[src/rtl/imem_loader_pkg.sv]
// Shared types and constants for the instruction-memory loader.
// Frame byte order: LEN_HI, LEN_LO (big-endian word count N), then 4*N data
// bytes with each word big-endian (first byte lands in [31:24]), then one
// checksum byte equal to the XOR of all data bytes (length bytes excluded).
package loader_pkg;

    typedef enum logic [2:0] {
        ST_IDLE,
        ST_LEN_HI,
        ST_LEN_LO,
        ST_DATA,
        ST_CHK,
        ST_DONE,
        ST_ERR
    } state_t;

    localparam logic [1:0] ERR_NONE     = 2'd0;
    localparam logic [1:0] ERR_LENGTH   = 2'd1;
    localparam logic [1:0] ERR_CHECKSUM = 2'd2;
    localparam logic [1:0] ERR_TIMEOUT  = 2'd3;

    // States in which the loader consumes stream bytes.
    function automatic logic is_loading(input state_t s);
        return (s == ST_LEN_HI) || (s == ST_LEN_LO) || (s == ST_DATA) || (s == ST_CHK);
    endfunction

endpackage

[src/rtl/imem_loader_word_packer.sv]
// Collects four stream bytes (big-endian) into one 32-bit word and emits it
// with a single-cycle valid pulse the cycle after the fourth byte arrives.
module imem_word_packer (
    input  logic        clk,
    input  logic        rst,
    input  logic        clear,
    input  logic        byte_en,
    input  logic [7:0]  byte_in,
    output logic [31:0] word,
    output logic        word_valid
);

    logic [1:0]  byte_cnt;
    logic [23:0] shift;

    // Byte position counter, partial-word shift register and word output.
    always_ff @(posedge clk) begin
        if (rst) begin
            byte_cnt   <= '0;
            shift      <= '0;
            word       <= '0;
            word_valid <= 1'b0;
        end else begin
            word_valid <= 1'b0;
            if (clear) begin
                byte_cnt <= '0;
                shift    <= '0;
            end else if (byte_en) begin
                byte_cnt <= byte_cnt + 2'd1;
                shift    <= {shift[15:0], byte_in};
                if (byte_cnt == 2'd3) begin
                    word       <= {shift, byte_in};
                    word_valid <= 1'b1;
                end
            end
        end
    end

endmodule

[src/rtl/imem_loader.sv]
// Instruction-memory loader: parses a length/data/checksum byte frame from the
// host link, writes words into the IM write port and holds the CPU until a
// complete image with a matching checksum has been written.
module imem_loader
    import loader_pkg::*;
#(
    parameter int unsigned MAX_WORDS = 256,
    parameter logic [31:0] BASE_ADDR = 32'h0000_0000,
    parameter int unsigned TIMEOUT   = 1024
) (
    input  logic        clk,
    input  logic        rst,
    input  logic        start,
    input  logic [7:0]  byte_in,
    input  logic        byte_valid,
    output logic        byte_ready,
    output logic        imem_we,
    output logic [31:0] imem_addr,
    output logic [31:0] imem_wdata,
    output logic        cpu_hold,
    output logic        done,
    output logic        error,
    output logic [1:0]  err_code,
    output logic [15:0] words_loaded
);

    state_t      state;
    state_t      state_next;
    logic [1:0]  err_next;

    logic        xfer;
    logic        data_xfer;
    logic        enter_load;
    logic        timed_out;

    logic [7:0]  len_hi;
    logic [15:0] len_cat;
    logic [15:0] n_words;
    logic [17:0] data_cnt;
    logic [17:0] last_idx;
    logic [7:0]  csum;
    logic [31:0] idle_cnt;

    assign xfer       = byte_valid & byte_ready;
    assign data_xfer  = xfer && (state == ST_DATA);
    assign len_cat    = {len_hi, byte_in};
    assign last_idx   = {n_words, 2'b00} - 18'd1;
    assign enter_load = (state_next == ST_LEN_HI) && (state != ST_LEN_HI);
    // A byte accepted in the same cycle the limit is reached still counts as progress.
    assign timed_out  = (TIMEOUT != 0) && (idle_cnt == TIMEOUT) && !xfer;

    imem_word_packer u_packer (
        .clk        (clk),
        .rst        (rst),
        .clear      (enter_load),
        .byte_en    (data_xfer),
        .byte_in    (byte_in),
        .word       (imem_wdata),
        .word_valid (imem_we)
    );

    // State register.
    always_ff @(posedge clk) begin
        if (rst) begin
            state <= ST_IDLE;
        end else begin
            state <= state_next;
        end
    end

    // Next-state logic and the error code attached to each ERR entry.
    always_comb begin
        state_next = state;
        err_next   = ERR_NONE;
        case (state)
            ST_IDLE, ST_DONE, ST_ERR: begin
                if (start) state_next = ST_LEN_HI;
            end
            ST_LEN_HI: begin
                if (xfer) state_next = ST_LEN_LO;
            end
            ST_LEN_LO: begin
                if (xfer) begin
                    if (len_cat == 16'd0) begin
                        state_next = ST_CHK;
                    end else if (32'(len_cat) > MAX_WORDS) begin
                        state_next = ST_ERR;
                        err_next   = ERR_LENGTH;
                    end else begin
                        state_next = ST_DATA;
                    end
                end
            end
            ST_DATA: begin
                if (xfer && (data_cnt == last_idx)) state_next = ST_CHK;
            end
            ST_CHK: begin
                if (xfer) begin
                    if (byte_in == csum) begin
                        state_next = ST_DONE;
                    end else begin
                        state_next = ST_ERR;
                        err_next   = ERR_CHECKSUM;
                    end
                end
            end
            default: state_next = ST_IDLE;
        endcase
        if (is_loading(state) && timed_out) begin
            state_next = ST_ERR;
            err_next   = ERR_TIMEOUT;
        end
    end

    // Registered status outputs, derived from the state being entered.
    always_ff @(posedge clk) begin
        if (rst) begin
            byte_ready <= 1'b0;
            cpu_hold   <= 1'b1;
            done       <= 1'b0;
            error      <= 1'b0;
            err_code   <= ERR_NONE;
        end else begin
            byte_ready <= is_loading(state_next);
            cpu_hold   <= (state_next != ST_DONE);
            done       <= (state_next == ST_DONE);
            error      <= (state_next == ST_ERR);
            if (enter_load) begin
                err_code <= ERR_NONE;
            end else if ((state_next == ST_ERR) && (state != ST_ERR)) begin
                err_code <= err_next;
            end
        end
    end

    // Frame bookkeeping: length capture, data byte count and running checksum.
    always_ff @(posedge clk) begin
        if (rst) begin
            len_hi   <= '0;
            n_words  <= '0;
            data_cnt <= '0;
            csum     <= '0;
        end else if (enter_load) begin
            n_words  <= '0;
            data_cnt <= '0;
            csum     <= '0;
        end else begin
            if (xfer && (state == ST_LEN_HI)) len_hi <= byte_in;
            if (xfer && (state == ST_LEN_LO)) n_words <= len_cat;
            if (data_xfer) begin
                data_cnt <= data_cnt + 18'd1;
                csum     <= csum ^ byte_in;
            end
        end
    end

    // Idle-cycle counter between accepted bytes while loading.
    always_ff @(posedge clk) begin
        if (rst) begin
            idle_cnt <= '0;
        end else if (enter_load || xfer || !is_loading(state)) begin
            idle_cnt <= '0;
        end else if (TIMEOUT != 0) begin
            idle_cnt <= idle_cnt + 32'd1;
        end
    end

    // Write address advances after each strobe; word count steps with the strobe.
    always_ff @(posedge clk) begin
        if (rst) begin
            imem_addr    <= BASE_ADDR;
            words_loaded <= '0;
        end else if (enter_load) begin
            imem_addr    <= BASE_ADDR;
            words_loaded <= '0;
        end else begin
            if (imem_we) imem_addr <= imem_addr + 32'd4;
            if (data_xfer && (data_cnt[1:0] == 2'b11)) words_loaded <= words_loaded + 16'd1;
        end
    end

endmodule

[config.mk]
export PLATFORM = sky130hd
export DESIGN_NAME = imem_loader
export DESIGN_NICKNAME = d
export VERILOG_FILES = /design/src/rtl/imem_loader_pkg.sv /design/src/rtl/imem_loader_word_packer.sv /design/src/rtl/imem_loader.sv
export SDC_FILE = /design/constraint.sdc
export NUM_CORES = 1
export LEC_CHECK = 0
export CORE_MARGIN = 4
export CORE_UTILIZATION = 32
export DETAILED_ROUTE_END_ITERATION = 8
export PLACE_DENSITY = 0.54
export SLEW_MARGIN = 10
export SYNTH_ARGS = -nofsm -noshare
export SYNTH_HDL_FRONTEND = slang
export SYNTH_HIERARCHICAL = 1
export SYNTH_SLANG_ARGS = --single-unit
[constraint.sdc]
create_clock -name clk -period 3.2 [get_ports clk]
set_input_delay 0.64 -clock clk [delete_from_list [all_inputs] [get_ports clk]]
set_output_delay 0.64 -clock clk [all_outputs]
set_load 0.05 [all_outputs]
# Yosys cells after proc, flatten, opt, wreduce, memory -nomap -nowiden

Index checks and enable logic that the tools add are counted.

Memory bits (read-only): 0
Latch bits: 0
Output and inout port bits: 87
Word-level logic and storage cells: 93
Bits of input ports: 12
Memories kept: 0
Memory bits (writable): 0
Register bits after elaboration: 198

Magnitude comparators: 1
Muxes and demuxes: 18
Multiply operators: 0
Reductions and logical operators: 27
Equal/unequal tests: 20
Div/mod/pow operators: 0
Bitwise logic cells: 4
$add $sub $neg: 6
Shift-type cells: 0

Operator list:

| kind                    | count |
|---|---|
| $add A32 B1 Y32 const B | 1 |
| $add A32 B3 Y32 const B | 1 |
| $eq A32 B11 Y1 const B  | 1 |
| $mux W3                 | 8 |
| $add A18 B1 Y18 const B | 1 |
| $eq A18 B18 Y1          | 1 |
| $eq A3 B3 Y1 const B    | 6 |
| $sub A18 B1 Y18 const B | 1 |
| $add A16 B1 Y16 const B | 1 |
| $gt A16 B9 Y1 const B   | 1 |
| $logic_not A16 Y1       | 1 |
| $pmux W3 S5             | 1 |
| $eq A3 B2 Y1 const B    | 4 |
| $logic_and A1 B1 Y1     | 9 |
| $eq A8 B8 Y1            | 1 |
| $logic_or A1 B1 Y1      | 8 |
| $mux W2                 | 4 |
| $xor A8 B8 Y8           | 1 |
| $eq A3 B1 Y1 const B    | 2 |
| $ne A3 B3 Y1 const B    | 2 |
| $reduce_or A3 Y1        | 2 |
| $eq A2 B2 Y1 const B    | 2 |
| $mux W1                 | 4 |
| $pmux W2 S2             | 1 |
| other kinds (9)         | 12 |

# Longest topological paths before layout

Word-level depth: 11
Depth in mapped cells: 13
Gate-level depth less buffers: 10

# By module

The synthesis kept the hierarchy.

Modules (own cells, without submodules):

| module           | cells an instance | area each (um2) | sequential area each (um2) | times used |
|---|---|---|---|---|
| imem_loader      | 771               | 6483.7          | 2742.6                     | 1 |
| imem_word_packer | 229               | 2401.1          | 1181.1                     | 1 |

# Worst setup path after synthesis

OpenSTA, ideal clock, no wires.

Path type: reg-to-reg
Start point: reg byte_ready
End point: reg u_packer.shift[10]
Data required time: 3.136 ns
Library setup time: 0.064 ns
Period minus slack after synthesis: 2.933 ns
Data arrival time: 2.869 ns
Cell stages (with the launch flop): 13
Buffers on the path: 3
Setup slack: 0.267 ns
Cell sequence: dfxtp_1 > nand2_2 > or4b_1 > buf_4 > o21a_1 > and3_4 > nand2_1 > nor2_1 > and3_1 > or2_2 > buf_2 > buf_2 > nor2_1

Longest elaborated chain between the ends: 8
Elaborated cells on any way between the ends: 15
Classes of those cells: eq/ne: 1; mux: 6; bitwise: 1; reduce/logical: 7

Ends and longest elaborated chain:

| item                                                           | line                                  | RTL |
|---|---|---|
| start: declaration                                             | imem_loader.sv:16                     | `output logic byte_ready,` |
| start signal: assignment                                       | imem_loader.sv:124                    | `byte_ready <= is_loading(state_next);` |
| $and A1 B1 Y1 (*)                                              | imem_loader.sv:44                     | `assign xfer = byte_valid & byte_ready;` |
| $logic_and A1 B1 Y1 / $logic_not A1 Y1 (equally long branches) | imem_loader.sv:95, imem_loader.sv:50  |  |
| $mux W3 / $logic_and A1 B1 Y1 (equally long branches)          | imem_loader.sv:95, imem_loader.sv:50  |  |
| $pmux W3 S5 / $logic_and A1 B1 Y1 (equally long branches)      | imem_loader.sv:75, imem_loader.sv:109 |  |
| $mux W3 (*)                                                    | imem_loader.sv:109                    | `if (is_loading(state) && timed_out) begin` |
| $eq A3 B1 Y1 (*)                                               | imem_loader.sv:48                     | `assign enter_load = (state_next == ST_LEN_HI) && (state != ST_LEN_HI);` |
| $logic_and A1 B1 Y1 (*)                                        | imem_loader.sv:48                     |  |
| net enter_load                                                 | imem_loader.sv:33                     | `logic enter_load;` |
| $reduce_or A2 Y1 (no source line) (*)                          | --                                    |  |
| end signal: assignment                                         | imem_loader_word_packer.sv:30         | `shift <= {shift[15:0], byte_in};` |
| end: declaration                                               | imem_loader_word_packer.sv:14         | `logic [23:0] shift;` |

The timed path passes the listed nets; every way through them passes the cells marked *.
A chain may end at the register's enable or synchronous reset.

# Worst setup path in the final report

Start point: in byte_in[1]
End point: reg u_packer.word[4]

Longest elaborated chain between the ends: 10
Elaborated cells on any way between the ends: 14
Classes of those cells: order compare: 1; eq/ne: 2; mux: 7; bitwise: 1; reduce/logical: 3

Ends and longest elaborated chain:

| item                                   | line                          | RTL |
|---|---|---|
| start: declaration                     | imem_loader.sv:14             | `input logic [7:0] byte_in,` |
| $gt A16 B9 Y1                          | imem_loader.sv:86             | `end else if (32'(len_cat) > MAX_WORDS) begin` |
| $mux W3                                | imem_loader.sv:86             |  |
| $mux W3                                | imem_loader.sv:84             | `if (len_cat == 16'd0) begin` |
| $mux W3                                | imem_loader.sv:83             | `if (xfer) begin` |
| $pmux W3 S5 (*)                        | imem_loader.sv:75             | `case (state)` |
| $mux W3 (*)                            | imem_loader.sv:109            |  |
| $eq A3 B1 Y1 (*)                       | imem_loader.sv:48             |  |
| $logic_and A1 B1 Y1 (*)                | imem_loader.sv:48             |  |
| net enter_load                         | imem_loader.sv:33             |  |
| $not A1 Y1 (no source line) (*)        | --                            |  |
| $reduce_and A3 Y1 (no source line) (*) | --                            |  |
| end signal: assignment                 | imem_loader_word_packer.sv:32 | `word <= {shift, byte_in};` |
| end: declaration                       | imem_loader_word_packer.sv:9  | `output logic [31:0] word,` |

Marks and branches as above.

==> results.cfg <==
[timing]
skew_ps = 19.4
tightest_slew_ps = 589
hold_violations = 0
worst_slack_ps = 219
slew_violations = 0
rsz0062_at_grt = false
fin_crit_sh = 0.931
min_period_ps = 2980
setup-violations-final = 0
setup_tns_ps = 0
slew-limit-headroom = 0.606
max_freq_ghz = 0.335

[cells_and_area]
fillers = 2755
multiInputGateArea_mm2 = 0.00464
area_growth_pct = 25.9
fin_area_mm2 = 0.0112
seqCellArea_mm2 = 0.00392
drive_above_1_share = 0.0893
layout.nets = 1148
n_antenna_cell = 0

[hold_path]
hold_depth = 2
hp-start = u_packer/shift[16]
min_path_type = flip-flop to flip-flop
min_to = u_packer/word[24]

[cts]
cts_resized = 0
numCtsBuffers = 17
cts.htree.levels = 4
cts_sinks = 196
cts_root_buf = clkbuf_16
hold_buffers = 0
cts_max_path_buffers = 2
path_clk_slew_ps = 80
cts_tree = yes
clk_latency_ps = 450
postCtsSetupRepairBufs = 0

[yosys]
synthAdderAreaFrac = 0.00986
synth_top_family_by_area = simple AND/OR/NAND/NOR gates
ys_top_cells_by_count = 196 x dfxtp_1, 174 x nor2_1, 92 x nand2_1
synth_top_cell_by_area = dfxtp_1
yosysMostFrequentCell = dfxtp_1
yosys_most_used_dff = dfxtp_1
synth.distinct_cells = 58
synth_area_leaders = dfxtp_1 44%, mux2i_1 7.8%, nor2_1 7.4%
synth_xor_area_frac = 0.124
synth.top_cell.area_share = 0.442
postSynth.asyncResetShare = 0
yosys.area_share.simple = 0.267
synth_edf_count = 0
synthCells = 1000
avgSynthCellArea_um2 = 8.88
ys_seq_elements = 196
yosysWarnings = 6
synth-seq-area-share = 0.442
synth_area_mm2 = 0.00888
synthMuxAreaShare = 0.0777
synth_compound_gate_area_share = 0.0424

[setup_path]
reg2reg_depth = 10
critical_path.endpoint_type = flip-flop
critPathLaunchType = primary input
crit_type = primary input to flip-flop
required_ps = 3530
reg2reg_to = err_code[0]
ff2ff_setup_slack_ps = 290
worst-path-max-fanout = 19
reg2reg_from = n_words[1]
arrival_ps = 3310

[global_route]
grt_pass1_vias = 6669
track_usage = 0.134
grt_max_degree = 69
antenna_found_initial = 0
grt_pass1_wl_um = 34300
gr-total-overflow = 0

[power]
leakagePower_nw = 3.93
power_density_mw_per_mm2 = 433
peakVddDrop_mv = 0.260

[job]
cap_violations = 0

[floorplan]
rows = 60
num_io_pins = 99
die_y_um = 175
die_w_um = 175
start_util = 0.328
die_area_mm2 = 0.0305
core-area_mm2 = 0.0271

[drt]
vias = 6888
wirelength_um = 20500
drt_iter0_drc = 289
via_per_inst = 4.55
dr.pass1.iters = 5
wl_per_cell_um = 13.5
drcViolationCount = 0
ant_nets = 0

[run_status]
status = completed

[placed_design]
hpwlAfterDp_um = 14800
placed_cell_area_mm2 = 0.0106
gp_congestion = 0.763
pre_cts_ws_ps = -192
numPortBuffers = 96
==> critical path, cell delays in order <==
cell and delay [ps]:
clkdlybuf4s50_1 450, nor4_1 400, buf_4 200, nand2_1 60
o41ai_1 350, and3_4 270, nand2_1 50, nor2_1 130
and3_1 180, and3b_2 250, buf_12 170, mux2i_1 130
==> report_power, final <==
part | total, W | internal, W | switching [W]
clock | 0.00217 | 0.00107 | 0.00110
combinational | 0.000224 | 0.000100 | 0.000124
sequential | 0.00245 | 0.00244 | 0.00000686
total | 0.00484 | 0.00361 | 0.00123
==> stage by stage <==
stage | instances | utilization | hold slack, ps | power (W)
2_1_floorplan | 1001 | - | 437 | 0.00262
3_3_place_gp | 1482 | 0.390 | 459 | 0.00273
3_5_place_dp | 1482 | 0.390 | 461 | 0.00273
4_1_cts | 1514 | 0.413 | 479 | 0.00492
5_1_grt | 1514 | 0.413 | 491 | 0.00503
6_report | 1514 | 0.413 | 470 | 0.00484
==> metal layers <==
layer | vias to the layer above | GRT usage | wire (um)
li1 | 3585 | - | -
met1 | 3217 | 0.180 | 10100
met2 | 67 | 0.219 | 9510
met3 | 19 | 0.0286 | 492
met4 | 0 | 0.0386 | 360
met5 | - | 0 | 0
==> logic make-up after synthesis <==
group / count (synthesis)
adders and majority gates: 7
and+or+nand+nor: 481
DFF: 196
muxes: 69
xor gates and xnor gates: 126
buffers and inverters: 62
other: 1
AOI/OAI and AO/OA: 58
==> how the worst max path moves through the flow <==
stage / start / endpoint / slack, ps / cells past startpoint
finish: byte_in[1] / u_packer/word[4] / 220 / 12
global route: byte_in[1] / u_packer/word[7] / 40 / 12
CTS: byte_in[1] / u_packer/word[9] / 260 / 12
detailed placement: byte_in[1] / u_packer/word[9] / -190 / 12
global placement: byte_in[1] / u_packer/word[25] / -140 / 12
floorplan: byte_ready / u_packer/shift[10] / 270 / 12
==> cell type report <==
class	instances	share of cell area
clock inverter	14	0.0154
clock buffer	18	0.0384
inverter	17	0.00571
tap	372	0.0416
multi-input combinational	743	0.415
sequential	196	0.351
timing repair buffer	154	0.133
==> state kept, by name, summed over array words and instances (netlist names), 16 cells and up <==
| name | flops |
|---|---|
| imem_addr | 30 |
| data_cnt | 18 |
| words_loaded | 16 |
| u_packer/shift | 24 |
| n_words | 16 |
| u_packer/word | 32 |
| idle_cnt | 32 |
==> placed cells by master, fill, tap and decap left out, drive strengths merged, types with 2 or more instances in the layout <==
cell           count
a21boi             2
nor2b              6
nand2b            65
mux2i             69
nand3b             3
a41o               3
a21oi             26
o31ai              2
and3              26
o21ai              8
nand3             36
nor4              13
dfxtp            196
nand2             93
conb               2
xnor2             53
xor2              73
and2               7
nor2             174
inv               27
nor3              10
buf               59
clkdlybuf4s50     95
o21a               2
or2                3
clkbuf            18
and4               4
o41ai              2
nor3b              4
o311a              2
ha                 7
and3b              2
nor4b              4
a31oi              2
nand4             26
clkinv             4
Power figures use the tool's default switching activity.
